<file path="config.mk">
export PLATFORM = sky130hd
export DESIGN_NAME = serial_add_seq
export DESIGN_NICKNAME = d
export VERILOG_FILES = /design/src/rtl/serial_add_pkg.sv /design/src/rtl/serial_add_shreg.sv /design/src/rtl/serial_add_seq.sv
export SDC_FILE = /design/constraint.sdc
export NUM_CORES = 1
export LEC_CHECK = 0
export BUFFER_PORTS_ARGS = -buffer_cell sky130_fd_sc_hd__buf_2
export CAP_MARGIN = 25
export CORE_AREA = 2 2 79 96
export DETAILED_ROUTE_END_ITERATION = 8
export DIE_AREA = 0 0 81 98
export PLACE_DENSITY = 0.51
export SLEW_MARGIN = 20
export SYNTH_ARGS = -nofsm -noshare
export SYNTH_HDL_FRONTEND = slang
export SYNTH_SLANG_ARGS = --single-unit
export TNS_END_PERCENT = 50
</file>
<file path="constraint.sdc">
create_clock -name i_clk -period 2.16 [get_ports i_clk]
set_clock_uncertainty 0.15 [all_clocks]
set_input_delay 0.216 -clock i_clk [delete_from_list [all_inputs] [get_ports i_clk]]
set_output_delay 0.216 -clock i_clk [all_outputs]
set_load 0.005 [all_outputs]
</file>
<file path="src/rtl/serial_add_pkg.sv">
// serial_add_pkg: shared types and limits for the bit-serial add sequencer.
package serial_add_pkg;

  localparam int MIN_WIDTH = 2;

  typedef enum logic [1:0] {
    IDLE  = 2'd0,
    RUN   = 2'd1,
    DRAIN = 2'd2,
    DONE  = 2'd3
  } state_t;

endpackage

</file>
<file path="src/rtl/serial_add_shreg.sv">
// serial_add_shreg: load / shift-right operand register with LSB tap.
module serial_add_shreg #(
  parameter int WIDTH = 8
) (
  input  logic             clk,
  input  logic             rst_n,
  input  logic             load,
  input  logic             shift,
  input  logic [WIDTH-1:0] din,
  output logic             lsb
);

  logic [WIDTH-1:0] q;

  always_ff @(posedge clk or negedge rst_n) begin
    if (!rst_n) begin
      q <= '0;
    end else if (load) begin
      q <= din;
    end else if (shift) begin
      q <= {1'b0, q[WIDTH-1:1]};
    end
  end

  assign lsb = q[0];

endmodule

</file>
<file path="src/rtl/serial_add_seq.sv">
// serial_add_seq: feeds an external registered full-adder cell LSB-first.
// Optional subtraction is enabled with `define SERIAL_ADD_SUB_EN.
module serial_add_seq
  import serial_add_pkg::*;
#(
  parameter int WIDTH = 8
) (
  input  logic             i_clk,
  input  logic             i_reset_n,
  input  logic             i_valid,
  output logic             o_ready,
  input  logic [WIDTH-1:0] i_a,
  input  logic [WIDTH-1:0] i_b,
  input  logic             i_cin,
  input  logic             i_sub,
  output logic             o_bit_a,
  output logic             o_bit_b,
  output logic             o_bit_c,
  input  logic             i_sum_bit,
  input  logic             i_carry_bit,
  output logic             o_valid,
  input  logic             i_ready,
  output logic [WIDTH-1:0] o_sum,
  output logic             o_cout,
  output logic             o_ovf
);

  localparam int CW = (WIDTH > 1) ? $clog2(WIDTH) : 1;
  localparam logic [CW-1:0] LAST = CW'(WIDTH - 1);

  if (WIDTH < MIN_WIDTH) begin : g_bad_width
    $error("serial_add_seq: WIDTH too small");
  end

  state_t           state;
  logic [CW-1:0]    cnt;
  logic             cin_q;
  logic             c_msb;
  logic [WIDTH-2:0] acc;
  logic             a_lsb;
  logic             b_lsb;
  logic             accept;
  logic             run;
  logic             shift;
  logic [WIDTH-1:0] b_load;
  logic             cin_load;

`ifdef SERIAL_ADD_SUB_EN
  assign b_load   = i_sub ? ~i_b : i_b;
  assign cin_load = i_sub | i_cin;
`else
  logic unused_sub;
  assign unused_sub = i_sub;
  assign b_load     = i_b;
  assign cin_load   = i_cin;
`endif

  assign o_ready = (state == IDLE);
  assign o_valid = (state == DONE);
  assign accept  = o_ready & i_valid;
  assign run     = (state == RUN);
  assign shift   = run & (cnt != LAST);

  serial_add_shreg #(.WIDTH(WIDTH)) u_sh_a (
    .clk   (i_clk),
    .rst_n (i_reset_n),
    .load  (accept),
    .shift (shift),
    .din   (i_a),
    .lsb   (a_lsb)
  );

  serial_add_shreg #(.WIDTH(WIDTH)) u_sh_b (
    .clk   (i_clk),
    .rst_n (i_reset_n),
    .load  (accept),
    .shift (shift),
    .din   (b_load),
    .lsb   (b_lsb)
  );

  // Bit 0 uses the latched carry-in, so the cell's reset value never matters.
  assign o_bit_a = run & a_lsb;
  assign o_bit_b = run & b_lsb;
  assign o_bit_c = run & ((cnt == '0) ? cin_q : i_carry_bit);

  always_ff @(posedge i_clk or negedge i_reset_n) begin
    if (!i_reset_n) begin
      state  <= IDLE;
      cnt    <= '0;
      cin_q  <= 1'b0;
      c_msb  <= 1'b0;
      acc    <= '0;
      o_sum  <= '0;
      o_cout <= 1'b0;
      o_ovf  <= 1'b0;
    end else begin
      unique case (state)
        IDLE: begin
          if (i_valid) begin
            cin_q <= cin_load;
            cnt   <= '0;
            state <= RUN;
          end
        end
        RUN: begin
          if (cnt != '0) begin
            acc[cnt - 1'b1] <= i_sum_bit;
          end
          if (cnt == LAST) begin
            c_msb <= o_bit_c;
            state <= DRAIN;
          end else begin
            cnt <= cnt + 1'b1;
          end
        end
        DRAIN: begin
          o_sum  <= {i_sum_bit, acc};
          o_cout <= i_carry_bit;
          o_ovf  <= c_msb ^ i_carry_bit;
          state  <= DONE;
        end
        DONE: begin
          if (i_ready) begin
            state <= IDLE;
          end
        end
        default: state <= IDLE;
      endcase
    end
  end

endmodule

</file>
==> results of run 1 <==
==> path summary, 6_finish.rpt <==
path,start,to,slack (ps),cells past startpoint
hold / removal,i_b[5],u_sh_b.q[5],20,3
setup / recovery,cnt[0],o_bit_c,170,6
min in group asynchronous,i_reset_n,o_sum[3],360,3
max in group asynchronous,i_reset_n,cnt[0],1130,3
setup reg to reg,cnt[0],acc[6],260,4
hold reg to reg,cin_q,cin_q,350,2
==> per-layer routing <==
metal | track usage | part of all wire
met4 | 0.03651 | 0.012
met1 | 0.1439 | 0.46
met2 | 0.1926 | 0.49
met3 | 0.02865 | 0.037
met5 | 0 | 0
==> logic make-up (layout without fill, tap and decap cells) <==
kind of cell	count (synthesis)	in the layout	synth area share
fa+ha+maj	8	8	0.05048
buf+inv	17	61	0.04857
mux	19	19	0.1073
compound gates	27	27	0.09275
xor+xnor	3	3	0.01325
simple gates	77	77	0.1830
flops	40	40	0.5047
==> through the flow <==
stage                     utilization  instance area, um2  setup slack (ps)
after CTS                      0.3414                2411             64.37
after global routing           0.3420                2415             15.61
after global placement         0.3200                2260             236.1
after floorplan                     -                1983             315.6
after detailed placement       0.3200                2260             210.4
final                          0.3420                2415             171.4
==> what timing repair did <==
| item | in CTS | in global routing |
|---|---|---|
| buffers inserted | 0 | 0 |
| hold buffers | 4 | 0 |
| gates resized for setup | 0 | 2 |
| setup endpoints to repair | 0 | 1 |
| endpoints found under the hold margin | 43 | 0 |
==> registers in the layout (all words and copies together) (netlist names) <==
name,count
o_sum,8
u_sh_a.q,8
u_sh_b.q,8
acc,7
cnt,3
state,2
c_msb,1
cin_q,1
o_cout,1
o_ovf,1
==> power breakdown <==
part | internal [mW] | switching, mW
clock network | 0.342 | 0.265
registers | 1.12 | 0.209
logic | 0.773 | 0.792
total | 2.23 | 1.27
==> worst max-delay path: stages, from the launching register on <==
cell and delay (ps):
dfrtp_2 430, inv_1 80, ha_1 200, nand2b_1 190, nand2_1 70, a21boi_0 210
buf_2 150
==> area by class of cell <==
cell class,instances,share of cell area
clock buffers,5,0.02850
clock inverters,3,0.01762
inverters,4,0.006218
multi-input cells,134,0.3679
flip-flops and latches,40,0.4150
well taps,90,0.04663
repair buffers,49,0.1181
==> Yosys cell counts, drive strengths merged, types with 2 or more instances <==
library cell,instances
nand4,4
xnor2,2
nor4,2
mux2,18
nand2b,2
a21oi,3
nand2,39
a22o,2
and2,4
dfrtp,40
o21ai,3
a31oi,15
buf,8
clkbuf,5
inv,4
nor2,2
ha,8
a21boi,2
nor2b,5
nor3,15
==> impl_metrics.yaml, run 1 <==
clock_network:
  cts_inserted_buffers: 5
  clk_pin_slew_ps: 80
  cts_tree: "yes"
  numClockSinks: 40
  root_buffer: "clkbuf_8"
  clk_latency_ps: 290
  cts_buffer_depth: 2
  htreeDepth: 2
routing:
  vias: 1491
  wl_per_cell_um: 12.49
  vias_per_cell: 4.588
  totalWireLength_mm: 4.059
  first_iter_violations: 63
  drtAntennaViolNets: 0
  dr.pass1.iters: 4
  drc_errors: 0
pwr:
  ir_drop_v: 0.0005833
  finalPower_mw: 3.498
  leakagePower_nw: 1.086
  powerDensity_nw_per_um2: 1448
synth:
  async_flop_share: 1.000
  netlist.top_cell.by_area: "dfrtp_1"
  yosysTopAreaCellShare: 0.5047
  synth_edf_count: 0
  synth_top_flop_cell: "dfrtp_1"
  synth_cells: 191
  seq_area_frac_synth: 0.5047
  synthDistinctLibCells: 32
  ys_ff_latch: 40
  synth_area_leaders: "dfrtp_1 (50%), mux2_2 (10%), nand2_1 (7.4%)"
  ys_warn_count: 0
  avgSynthCellArea_um2: 10.38
  syn_area_um2: 1983
  synth_nets: 223
sta:
  fin_crit_ps: 1989
  clock.fmax_mhz: 502.9
  drv_slew: 0
  slew_headroom: 0.6444
  worstMarginPinSlew_ps: 532.1
  rsz0062_at_grt: "no"
  setup-tns-final_ps: 0
  hold_viol_final: 0
  whs_ps: 22.26
  setup_viol: 0
  fin_crit_sh: 0.9206
place:
  place_inst: 313
  gp_congestion: 0.7572
  port_buffers: 37
  dp_hpwl_mm: 2.847
floorplanning:
  die_w_um: 81
  die_area_um2: 7938
  start_util: 0.2808
  die_h_um: 98
  core_area_um2: 7062
  rows: 34
  ios: 39
setup_path:
  cp.arrival_ps: 1620
  critPathKind: "register to output port"
  worst_setup_path_start_kind: "register"
  cp.required_ps: 1790
  cp_max_fo: 7
  cp-end-kind: "output port"
layout:
  multi_input_area_um2: 888.4
  nets: 266
  area_growth_pct: 21.77
  fill_cells: 776
  layout_common_cells: "nand2_1 (39), dfrtp_1 (39), buf_2 (37), mux2_2 (18)"
  seqCellArea_um2: 1002
  stdcell_count: 325
  diodes: 0
  drive_above_1_share: 0.3149
run:
  cap_viol_max_count: 0
global_route:
  antenna_found_initial: 0
  grt_use_total: 0.1151
  grt_pass1_vias: 1559
  grt_max_degree: 41
  grt_pass1_wl_mm: 7.231
  overflow: 0
outcome:
  status: "complete, no violations"
worst_hold_path:
  hold_path_class: "input pin to register"
Power figures use the tool's default switching activity.
==> inputs of run 2 (changes only) <==
--- a/config.mk
+++ b/config.mk
@@ -5,12 +5,13 @@
 export SDC_FILE = /design/constraint.sdc
 export NUM_CORES = 1
 export LEC_CHECK = 0
+export ABC_AREA = 1
 export BUFFER_PORTS_ARGS = -buffer_cell sky130_fd_sc_hd__buf_2
 export CAP_MARGIN = 25
-export CORE_AREA = 2 2 79 96
+export CORE_AREA = 2 2 80 97
 export DETAILED_ROUTE_END_ITERATION = 8
-export DIE_AREA = 0 0 81 98
-export PLACE_DENSITY = 0.51
+export DIE_AREA = 0 0 82 99
+export PLACE_DENSITY = 0.5
 export SLEW_MARGIN = 20
 export SYNTH_ARGS = -nofsm -noshare
 export SYNTH_HDL_FRONTEND = slang
==> constraint.sdc (replaced) <==
create_clock -name i_clk -period 2.4 [get_ports i_clk]
set_clock_uncertainty 0.15 [all_clocks]
set_input_delay 0.24 -clock i_clk [delete_from_list [all_inputs] [get_ports i_clk]]
set_output_delay 0.24 -clock i_clk [all_outputs]
set_load 0.005 [all_outputs]
==> impl_metrics.yaml, run 2 <==
outcome:
  status: "complete, no violations"
layout:
  diodes: 0
  area_growth_pct: 18.51
  fill_cells: 769
  drive_above_1_share: 0.2230
  reg_top3: "o_sum (8), u_sh_a.q (8), u_sh_b.q (8)"
  nets: 319
  layout_commonest_cell: "nand2_1"
  seqCellArea_um2: 1001
  multi_input_area_um2: 872.1
  final_util: 0.3351
  layout_common_cells: "nand2_1 (109), dfrtp_1 (40), buf_2 (37), inv_1 (18), o21ai_0 (13)"
synth:
  ys_ff_latch: 40
  synth_top_flop_cell: "dfrtp_1"
  yosysTopAreaCellShare: 0.4954
  seq_area_frac_synth: 0.4954
  avgSynthCellArea_um2: 8.214
  synth_area_leaders: "dfrtp_1 (50%), nand2_1 (20%), ha_1 (5.0%)"
  syn_area_um2: 2021
  synth_edf_count: 0
  netlist.top_cell.by_area: "dfrtp_1"
  synth_nets: 278
  synthDistinctLibCells: 22
  ys_warn_count: 0
  async_flop_share: 1.000
  synth.most_common_cell: "nand2_1"
  synth_cells: 246
  synthTopCellsByCount: "nand2_1 (109), dfrtp_1 (40), inv_1 (18)"
worst_hold_path:
  hold_path_class: "input pin to register"
floorplanning:
  ios: 39
  core_area_um2: 7147
  rows: 34
  die_w_um: 82
  die_h_um: 99
  die_area_um2: 8118
  start_util: 0.2827
pwr:
  ir_drop_v: 0.0003508
  swShare: 0.4067
  power_frac_seq: 0.395
  leakagePower_nw: 1.257
  power.switching_mw: 1.189
  clockPowerShare: 0.163
  internal-power_mw: 1.734
  powerDensity_nw_per_um2: 1221
  power.share.combinational: 0.441
  finalPower_mw: 2.924
clock_network:
  htreeDepth: 2
  cts_tree: "yes"
  post_cts_resized: 0
  postCtsSetupRepairBufs: 0
  clk_latency_ps: 280
  cts_inserted_buffers: 5
  root_buffer: "clkbuf_8"
  cts_buffer_depth: 2
  holdBufCountCts: 3
  numClockSinks: 40
  clk_pin_slew_ps: 70
sta:
  drv_slew: 0
  setup_viol: 0
  rsz0062_at_grt: "no"
  clock.fmax_mhz: 490.2
  fin_crit_sh: 0.8499
  hold_viol_final: 0
  setup-tns-final_ps: 0
  fin_crit_ps: 2040
  worstMarginPinSlew_ps: 517.5
  slew_headroom: 0.6550
global_route:
  grt_pass1_vias: 1514
  antenna_found_initial: 0
  grt_max_degree: 41
  overflow: 0
  grt_pass1_wl_mm: 6.962
  grt_use_total: 0.1095
routing:
  vias: 1611
  vias_per_cell: 4.273
  top_layer: "met4"
  dr.pass1.iters: 4
  totalWireLength_mm: 4.043
  wl_met1_mm: 1.955
  first_iter_violations: 62
  route.met2.wl_mm: 1.886
  drc_errors: 0
  drtAntennaViolNets: 0
  dr_wl_met3_um: 184
  wl_per_cell_um: 10.72
place:
  dp_hpwl_mm: 2.900
  gp_congestion: 0.7617
  port_buffers: 37
setup_path:
  cp-end-kind: "output port"
  cp.arrival_ps: 1650
  cp_max_fo: 4
  cp.required_ps: 2010
  critPathKind: "register to output port"
  worst_setup_path_start_kind: "register"
run:
  cap_viol_max_count: 0
## run 2: worst paths after layout
path / to / from / cells past startpoint / slack (ps)
setup reg to reg: u_sh_a.q[4] / state[0] / 8 / 560
hold / removal: cin_q / i_cin / 3 / 5
min in group asynchronous: o_sum[6] / i_reset_n / 3 / 390
setup / recovery: o_bit_c / cnt[0] / 7 / 360
max in group asynchronous: u_sh_b.q[5] / i_reset_n / 3 / 1340
hold reg to reg: o_sum[5] / o_sum[5] / 2 / 320
## run 2: stage by stage
| step | cells | instance area [um2] | worst slack (ps) | hold slack [ps] |
|---|---|---|---|---|
| floorplan | 246 | 2021 | 759.5 | -205.6 |
| global placement | 367 | 2268 | 575.8 | 197.3 |
| detailed placement | 367 | 2268 | 557.2 | 193.5 |
| CTS | 377 | 2395 | 340.2 | 4.190 |
| global route | 377 | 2395 | 182.1 | 21.49 |
| finish | 377 | 2395 | 360.1 | 5.428 |
## run 2: layout make-up
class	instances	area share
Timing Repair Buffer	43	0.09927
Multi-Input combinational cell	177	0.3642
Clock buffer	7	0.04023
Inverter	20	0.03135
Sequential cell	40	0.4180
Tap cell	90	0.04702
## run 2: layer usage
metal  vias up  global-route usage
met1       728              0.1435
li1        845                   -
met3         2             0.03205
met2        36              0.1764
met5         -                   0
met4         0             0.02692
## run 2: logic make-up (layout without fill, tap and decap cells)
family | Yosys count | after routing | synth area share
AND/OR/NAND/NOR | 142 | 142 | 0.2966
flip-flops | 40 | 40 | 0.4954
buffers and inverters | 29 | 70 | 0.07306
AO/OA/AOI/OAI | 25 | 25 | 0.07678
adder cells (fa/ha/maj) | 8 | 8 | 0.04954
XOR/XNOR | 2 | 2 | 0.008670
## run 2: power groups by stage
stage,logic (mW),registers [mW],clock network [mW]
after global routing,1.53,1.20,0.533
final,1.29,1.16,0.478
after floorplan,1.01,1.15,0
after global placement,1.30,1.16,0
after detailed placement,1.32,1.17,0
after CTS,1.33,1.16,0.502
## run 2: critical path, cell delays in order, from the launching register on
cell and delay (ps):
dfrtp_1 410, inv_1 160, ha_1 170, nand2_1 80
inv_1 90, nand2_1 70, a21boi_0 230, buf_2 170
==> inputs of run 3 (changes only) <==
--- a/config.mk
+++ b/config.mk
@@ -11,7 +11,7 @@
 export CORE_AREA = 2 2 80 97
 export DETAILED_ROUTE_END_ITERATION = 8
 export DIE_AREA = 0 0 82 99
-export PLACE_DENSITY = 0.5
+export PLACE_DENSITY = 0.52
 export SLEW_MARGIN = 20
 export SYNTH_ARGS = -nofsm -noshare
 export SYNTH_HDL_FRONTEND = slang
==> constraint.sdc (replaced) <==
create_clock -name i_clk -period 1.87 [get_ports i_clk]
set_clock_uncertainty 0.15 [all_clocks]
set_input_delay 0.187 -clock i_clk [delete_from_list [all_inputs] [get_ports i_clk]]
set_output_delay 0.187 -clock i_clk [all_outputs]
set_load 0.005 [all_outputs]
==> impl_metrics.yaml, run 3 (synthesis gave the netlist of run 2 again) <==
outcome:
  status: "complete, no violations"
sta:
  slew_headroom: 0.6501
  setup_viol: 0
  clock.fmax_mhz: 557.8
  drv_slew: 0
  fin_crit_ps: 1793
  worst_slack_ps: 77.13
  worstMarginPinSlew_ps: 524.8
  setup-tns-final_ps: 0
  hold_viol_final: 0
  rsz0062_at_grt: "yes"
  fin_crit_sh: 0.9588
floorplanning:
  core_area_um2: 7147
  die_h_um: 99
  ios: 39
  die_w_um: 82
  rows: 34
  start_util: 0.2827
  die_area_um2: 8118
run:
  cap_viol_max_count: 0
setup_path:
  cp.arrival_ps: 1460
  cp.required_ps: 1530
  critPathKind: "register to output port"
  worst_setup_path_start_kind: "register"
  crit_chain: "inv_2 > ha_1 > nand2_1 > inv_1 > nand2_1 > a21boi_2 > buf_2"
  max_stage_delay_ps: 420
  cp-end-kind: "output port"
  cpMostUsedCell: "nand2_1"
  cp_max_fo: 4
  slowest_stage: "dfrtp_1"
routing:
  first_iter_violations: 50
  vias: 1643
  vias_per_cell: 4.245
  drc_errors: 0
  totalWireLength_mm: 4.198
  dr.pass1.iters: 4
  wl_per_cell_um: 10.85
  drtAntennaViolNets: 0
pwr:
  power.share.combinational: 0.463
  swShare: 0.4045
  leakagePower_nw: 1.294
  power.switching_mw: 1.559
  powerDensity_nw_per_um2: 1563
  clockPowerShare: 0.152
  power_frac_seq: 0.385
  finalPower_mw: 3.854
  internal-power_mw: 2.295
  ir_drop_v: 0.0007219
layout:
  layout_commonest_cell: "nand2_1"
  diodes: 0
  nets: 328
  post-route-cell-area_um2: 2465
  layout_common_cells: "nand2_1 (109), dfrtp_1 (40), buf_2 (37), inv_1 (17), o21ai_0 (13)"
  drive_above_1_share: 0.2492
  reg_top3: "o_sum (8), u_sh_a.q (8), u_sh_b.q (8)"
  area_growth_pct: 21.98
global_route:
  grt_use_total: 0.1131
  overflow: 0
  antenna_found_initial: 0
  grt_pass1_vias: 1570
  grt_pass1_wl_mm: 7.203
  grt_max_degree: 41
clock_network:
  root_buffer: "clkbuf_8"
  cts_tree: "yes"
  numClockSinks: 40
  clk_latency_ps: 280
  clk_pin_slew_ps: 80
  cts_buffer_depth: 2
  htreeDepth: 2
  cts_inserted_buffers: 5
place:
  placed_cell_area_um2: 2306
  gp_congestion: 0.7500
  dp_hpwl_mm: 3.022
  pre_cts_slack_ps: 192.1
  port_buffers: 37
worst_hold_path:
  hold_path_class: "input pin to register"
==> run 3: path summary, 6_finish.rpt <==
path                            startpoint           to  slack (ps)  depth (start not counted)
worst max-delay path                cnt[0]      o_bit_c          80                          7
worst min-delay path                i_a[3]  u_sh_a.q[3]          10                          3
worst max register to register    state[0]  u_sh_b.q[3]         160                          7
worst min register to register    o_sum[0]     o_sum[0]         320                          2
max in group asynchronous        i_reset_n       cnt[1]         860                          3
min in group asynchronous        i_reset_n     o_sum[6]         340                          3
==> run 3: metrics by stage <==
stage | hold WS [ps] | utilization | instances
final | 14.69 | 0.3449 | 387
after CTS | 12.70 | 0.3409 | 384
after global routing | 30.62 | 0.3449 | 387
after global placement | 140.4 | 0.3227 | 372
after detailed placement | 139.7 | 0.3227 | 372
after floorplan | -258.6 | - | 246
==> run 3: layout make-up <==
class,count,area [um2]
timing repair buffer,52,307.8
tap,90,112.6
fill,762,4682
clock buffer,8,90.09
sequential,40,1001
multi-input combinational,177,878.3
inverter,20,75.07
==> run 3: repair_timing <==
action,4_1_cts,5_1_grt
gates cloned,0,0
hold buffers,4,0
endpoints found under the setup margin,1,3
buffers inserted,0,3
endpoints found under the hold margin,43,0
resized for setup,2,2
==> run 3: per-layer routing <==
metal,GRT usage,wire length [um],up-vias
li1,-,-,862
met1,0.1463,1989,744
met2,0.1907,2022,35
met3,0.02930,171,2
met4,0.01923,14,0
met5,0,0,-
==> run 3: power by group through the flow <==
stage | sequential (mW) | combinational, mW | clock, mW
floorplan | 1.47 | 1.29 | 0
global placement | 1.49 | 1.74 | 0
detailed placement | 1.50 | 1.77 | 0
CTS | 1.49 | 1.79 | 0.613
global route | 1.54 | 2.10 | 0.654
finish | 1.48 | 1.79 | 0.585
==> run 3: critical path: cells and delay by family, from the launching register on <==
| family | cells | cell delay, ps |
|---|---|---|
| simple gates | 2 | 150 |
| compound gates | 1 | 150 |
| flops | 1 | 420 |
| fa+ha+maj | 1 | 140 |
| buf+inv | 3 | 310 |
